### config.mk
export PLATFORM = sky130hd
export DESIGN_NAME = id_hazard_ctrl
export DESIGN_NICKNAME = d
export VERILOG_FILES = /design/src/rtl/id_hazard_ctrl.sv
export SDC_FILE = /design/constraint.sdc
export NUM_CORES = 1
export LEC_CHECK = 0
export BUFFER_PORTS_ARGS = -buffer_cell sky130_fd_sc_hd__clkbuf_2
export CORE_MARGIN = 2
export CORE_UTILIZATION = 43
export CTS_BUF_LIST = sky130_fd_sc_hd__clkbuf_4
export CTS_CLUSTER_DIAMETER = 50
export DETAILED_ROUTE_END_ITERATION = 16
export PLACE_DENSITY_LB_ADDON = 0.2
export REMOVE_ABC_BUFFERS = 1
export SLEW_MARGIN = 40
export SYNTH_ARGS = -nofsm -noshare
export SYNTH_HDL_FRONTEND = slang
export SYNTH_SLANG_ARGS = --single-unit
### constraint.sdc
create_clock -name clk -period 3.4 [get_ports clk]
set_clock_uncertainty 0.1 [all_clocks]
set_input_delay 0.68 -clock clk [delete_from_list [all_inputs] [get_ports clk]]
set_output_delay 0.68 -clock clk [all_outputs]
set_load 0.1 [all_outputs]
### src/rtl/id_hazard_ctrl.sv
// ID-stage hazard/redirect controller: drives all fetch-stage control inputs,
// resolves BEQ/BNE in ID, and keeps saturating stall/flush counters.
module id_hazard_ctrl #(
    parameter int          CNT_W     = 16,
    parameter logic [31:0] HALT_WORD = 32'hFFFF_FFFF
) (
    input  logic             clk,
    input  logic             rst_n,
    input  logic [31:0]      inInstruction,
    input  logic [31:0]      inPostPc,
    input  logic [31:0]      inRsData,
    input  logic [31:0]      inRtData,
    input  logic             inID_EX_MemRead,
    input  logic             inID_EX_RegWrite,
    input  logic [4:0]       inID_EX_Dest,
    input  logic             inEX_MEM_MemRead,
    input  logic [4:0]       inEX_MEM_Dest,
    output logic             outPCWrite,
    output logic             outIF_IDWrite,
    output logic             outIF_Flush,
    output logic             outPCSrc,
    output logic             outJump,
    output logic [31:0]      outAddId,
    output logic             outBubble,
    output logic             outHalted,
    output logic [CNT_W-1:0] outStallCnt,
    output logic [CNT_W-1:0] outFlushCnt
);

    localparam logic [5:0] OP_RTYPE = 6'h00;
    localparam logic [5:0] OP_J     = 6'h02;
    localparam logic [5:0] OP_JAL   = 6'h03;
    localparam logic [5:0] OP_BEQ   = 6'h04;
    localparam logic [5:0] OP_BNE   = 6'h05;
    localparam logic [5:0] OP_SW    = 6'h2B;

    typedef enum logic [1:0] {S_RUN, S_STALL, S_HALT} state_t;

    state_t           r_state;
    state_t           w_next;
    logic [CNT_W-1:0] r_stallCnt;
    logic [CNT_W-1:0] r_flushCnt;

    logic [5:0]  w_op;
    logic [4:0]  w_rs;
    logic [4:0]  w_rt;
    logic        w_isBranch;
    logic        w_isJump;
    logic        w_usesRt;
    logic        w_loadUse;
    logic        w_brDep;
    logic        w_brLoad;
    logic        w_stall;
    logic        w_taken;
    logic        w_cntStall;
    logic        w_cntFlush;

    assign w_op       = inInstruction[31:26];
    assign w_rs       = inInstruction[25:21];
    assign w_rt       = inInstruction[20:16];
    assign w_isBranch = (w_op == OP_BEQ) || (w_op == OP_BNE);
    assign w_isJump   = (w_op == OP_J) || (w_op == OP_JAL);
    assign w_usesRt   = (w_op == OP_RTYPE) || w_isBranch || (w_op == OP_SW);

    assign w_loadUse = inID_EX_MemRead && (inID_EX_Dest != 5'd0) &&
                       ((inID_EX_Dest == w_rs) || (w_usesRt && (inID_EX_Dest == w_rt)));
    assign w_brDep   = w_isBranch && inID_EX_RegWrite && (inID_EX_Dest != 5'd0) &&
                       ((inID_EX_Dest == w_rs) || (inID_EX_Dest == w_rt));
    assign w_brLoad  = w_isBranch && inEX_MEM_MemRead && (inEX_MEM_Dest != 5'd0) &&
                       ((inEX_MEM_Dest == w_rs) || (inEX_MEM_Dest == w_rt));
    assign w_stall   = w_loadUse || w_brDep || w_brLoad;

    assign w_taken = ((w_op == OP_BEQ) && (inRsData == inRtData)) ||
                     ((w_op == OP_BNE) && (inRsData != inRtData));

    assign outAddId = inPostPc + {{14{inInstruction[15]}}, inInstruction[15:0], 2'b00};

    always_comb begin
        outPCWrite    = 1'b0;
        outIF_IDWrite = 1'b0;
        outIF_Flush   = 1'b0;
        outPCSrc      = 1'b0;
        outJump       = 1'b0;
        outBubble     = 1'b0;
        outHalted     = 1'b0;
        w_next        = r_state;
        w_cntStall    = 1'b0;
        w_cntFlush    = 1'b0;
        if (!rst_n) begin
            outIF_Flush = 1'b1;
            outBubble   = 1'b1;
            w_next      = S_RUN;
        end else if (r_state == S_HALT) begin
            outBubble = 1'b1;
            outHalted = 1'b1;
        end else if (inInstruction == HALT_WORD) begin
            outBubble = 1'b1;
            w_next    = S_HALT;
        end else if (w_stall) begin
            // Redirects wait until the operands are safe to compare
            outBubble  = 1'b1;
            w_next     = S_STALL;
            w_cntStall = 1'b1;
        end else if (w_isJump) begin
            outJump       = 1'b1;
            outIF_Flush   = 1'b1;
            outPCWrite    = 1'b1;
            outIF_IDWrite = 1'b1;
            w_next        = S_RUN;
            w_cntFlush    = 1'b1;
        end else if (w_taken) begin
            outPCSrc      = 1'b1;
            outIF_Flush   = 1'b1;
            outPCWrite    = 1'b1;
            outIF_IDWrite = 1'b1;
            w_next        = S_RUN;
            w_cntFlush    = 1'b1;
        end else begin
            outPCWrite    = 1'b1;
            outIF_IDWrite = 1'b1;
            w_next        = S_RUN;
        end
    end

    always_ff @(posedge clk) begin
        if (!rst_n) begin
            r_state    <= S_RUN;
            r_stallCnt <= '0;
            r_flushCnt <= '0;
        end else begin
            r_state <= w_next;
            if (w_cntStall && (r_stallCnt != {CNT_W{1'b1}}))
                r_stallCnt <= r_stallCnt + 1'b1;
            if (w_cntFlush && (r_flushCnt != {CNT_W{1'b1}}))
                r_flushCnt <= r_flushCnt + 1'b1;
        end
    end

    assign outStallCnt = r_stallCnt;
    assign outFlushCnt = r_flushCnt;

endmodule
==> results.json <==
{
  "status": "finished, violations left",
  "violations": "setup timing",
  "first_pass_iters": 4,
  "slew_headroom": 0.619,
  "final_hold_viol_count": 0,
  "crit_path_max_fanout": 3,
  "clkLatencyLatePin_ps": 350,
  "max-vdd-ir-drop_v": 0.000377,
  "clkTransAtPathRegs_ps": 110,
  "critPathKind": "primary input to primary output",
  "reg2reg_slack_ps": 710,
  "area_growth_pct": 72.0,
  "drc": 0,
  "grt_pass1_vias": 4860,
  "hold_slack_ps": 417,
  "cts_tree": "built",
  "synth_edf_count": 0,
  "synth.top_cells.by_count": "49 x xor2_1, 41 x xnor2_1, 34 x dfxtp_1",
  "finalWorstSetupSlack_ps": -639,
  "regArea_um2": 681,
  "ant_nets": 0,
  "power.density_nw_per_um2": 341,
  "seq_area_frac_synth": 0.172,
  "fin_setup_tns_ps": -6150,
  "clock.fmax_mhz": 248,
  "root_buffer": "clkbuf_4",
  "multiInputGateArea_um2": 3550,
  "die_w_um": 100,
  "hpwl_mm": 11.5,
  "viasPerCell": 5.50,
  "critPathLaunchType": "primary input",
  "dieArea_um2": 10000,
  "antenna_found_initial": 0,
  "grt_max_degree": 37,
  "synth.cell_area_um2": 3960,
  "drv_cap": 0,
  "overflow": 0,
  "worst_pin_slew_ps": 569,
  "fillers": 649,
  "routabilityCongestion": 0.935,
  "layout.nets": 970,
  "grt_pass1_wl_mm": 22.5,
  "grt_setup_unrepaired": "yes",
  "core_area_um2": 9110,
  "power_mw": 2.32,
  "place_inst": 892,
  "die_y_um": 100,
  "clock-sinks": 34,
  "yosysTopAreaCellShare": 0.172,
  "wl_per_cell_um": 16.9,
  "post_route_cells_drive_above_1_share": 0.465,
  "yosys.area.top_type": "dfxtp_1",
  "finalMaxSlewViolations": 0,
  "htree_levels": 2,
  "wl_mm": 15.3,
  "timing.final.crit_period_ps": 4040,
  "num_antenna_cells": 0,
  "p_leak_nw": 3.13,
  "min_path_type": "flip-flop to flip-flop",
  "num_vias": 4991,
  "min_period_over_period": 1.19,
  "pin_count": 214,
  "yosysWarnings": 0,
  "netlist_top_cells_area": "dfxtp_1 17%, xor2_1 11%, ha_1 9.8%",
  "grt_use_total": 0.276,
  "layout.cells.non_filler": 907,
  "synth.distinct_cells": 58,
  "fp-row-count": 35,
  "ys_seq_elements": 34,
  "drtIter0Drc": 130,
  "clk_path_buf_depth": 2,
  "arrival_ps": 3260,
  "async_reset_ff_frac": 0,
  "syn_inst": 510,
  "start_util": 0.435,
  "port_buffers": 209,
  "cp-end-kind": "primary output",
  "cts_buffers": 5,
  "finalSetupViolations": 17,
  "avgSynthCellArea_um2": 7.77,
  "cp.required_ps": 2620,
  "synth-main-ff-cell": "dfxtp_1",
  "dpl_worst_slack_ps": -825,
  "yosysMostFrequentCell": "xor2_1"
}
-- critical path, cell delays in order --
cell and delay (ps):
clkbuf_2 90, ha_1 340, a211oi_1 280, o21ai_0 230, a221oi_2 350, nor2_2 100
a2111oi_4 210, buf_4 170, o311ai_1 120, a21oi_1 190, xnor2_1 140, bufbuf_16 330
-- stage by stage --
step | utilization | cell area, µm²
final | 0.748 | 6810
after global routing | 0.748 | 6810
after CTS | 0.727 | 6620
after detailed placement | 0.670 | 6110
after global placement | 0.670 | 6110
after floorplan | - | 3880
-- kinds of logic after synthesis --
group,Yosys count,synth area share
AND/OR/NAND/NOR,196,0.280
XOR/XNOR,90,0.199
flip-flops,34,0.172
adder cells (fa/ha/maj),32,0.103
buffers and inverters,40,0.0445
multiplexers,1,0.00253
AO/OA/AOI/OAI,117,0.199
-- where the power goes --
group	switching, mW	internal, mW
sequential	0.000815	0.399
combinational	1.00	0.695
clock	0.138	0.0856
total	1.14	1.18
-- area by class of cell --
class | instances | area share
Timing Repair Buffer | 292 | 0.336
Multi-Input combinational cell | 436 | 0.522
Tap cell | 111 | 0.0204
Sequential cell | 34 | 0.0999
Inverter | 26 | 0.0143
Clock buffer | 6 | 0.00661
Clock inverter | 2 | 0.00129
-- layout by cell type (no fill, tap or decap), drive strengths merged, types with 3 or more instances in the layout --
cell type and n:
o21ai 32, dfxtp 34, o211ai 5, or4 5, clkbuf 180, xor2 49
ha 31, o21a 6, and3 5, inv 26, o21bai 4, nor4 20
nor2b 7, nor2 24, a221oi 3, nand4 22, nand3 21, nor3 13
a21o 6, xnor2 41, a211oi 6, o31ai 4, or3 19, bufbuf 5
nand2b 5, buf 113, nand2 29, a21boi 17, a21oi 23, and2 19
-- path summary, 6_finish.rpt --
path         cells past startpoint               to         startpoint
max reg2reg                      8  outStallCnt[15]     outStallCnt[3]
max                             12     outAddId[31]  inInstruction[14]
min reg2reg                      2   outFlushCnt[7]     outFlushCnt[7]
min                              2   outFlushCnt[7]     outFlushCnt[7]
-- metal layers --
metal  vias up  global-route usage  share of wire
met2       208               0.529           0.52
met3        41              0.0682          0.071
met4         0              0.0822          0.034
met1      2316               0.297           0.37
li1       2426                   -              -
met5         -                   0              0
-- state kept, by name (all words and copies together) (netlist names) --
register / cells
outFlushCnt: 16
outStallCnt: 16
r_state: 2
-- repair_timing --
item	in CTS	in global routing
pin swaps	19	21
hold buffers	0	0
cloned	0	0
setup endpoints to repair	19	23
gates resized for setup	71	41
setup buffers	5	4
hold endpoints to repair	0	0
Power figures use the tool's default switching activity.
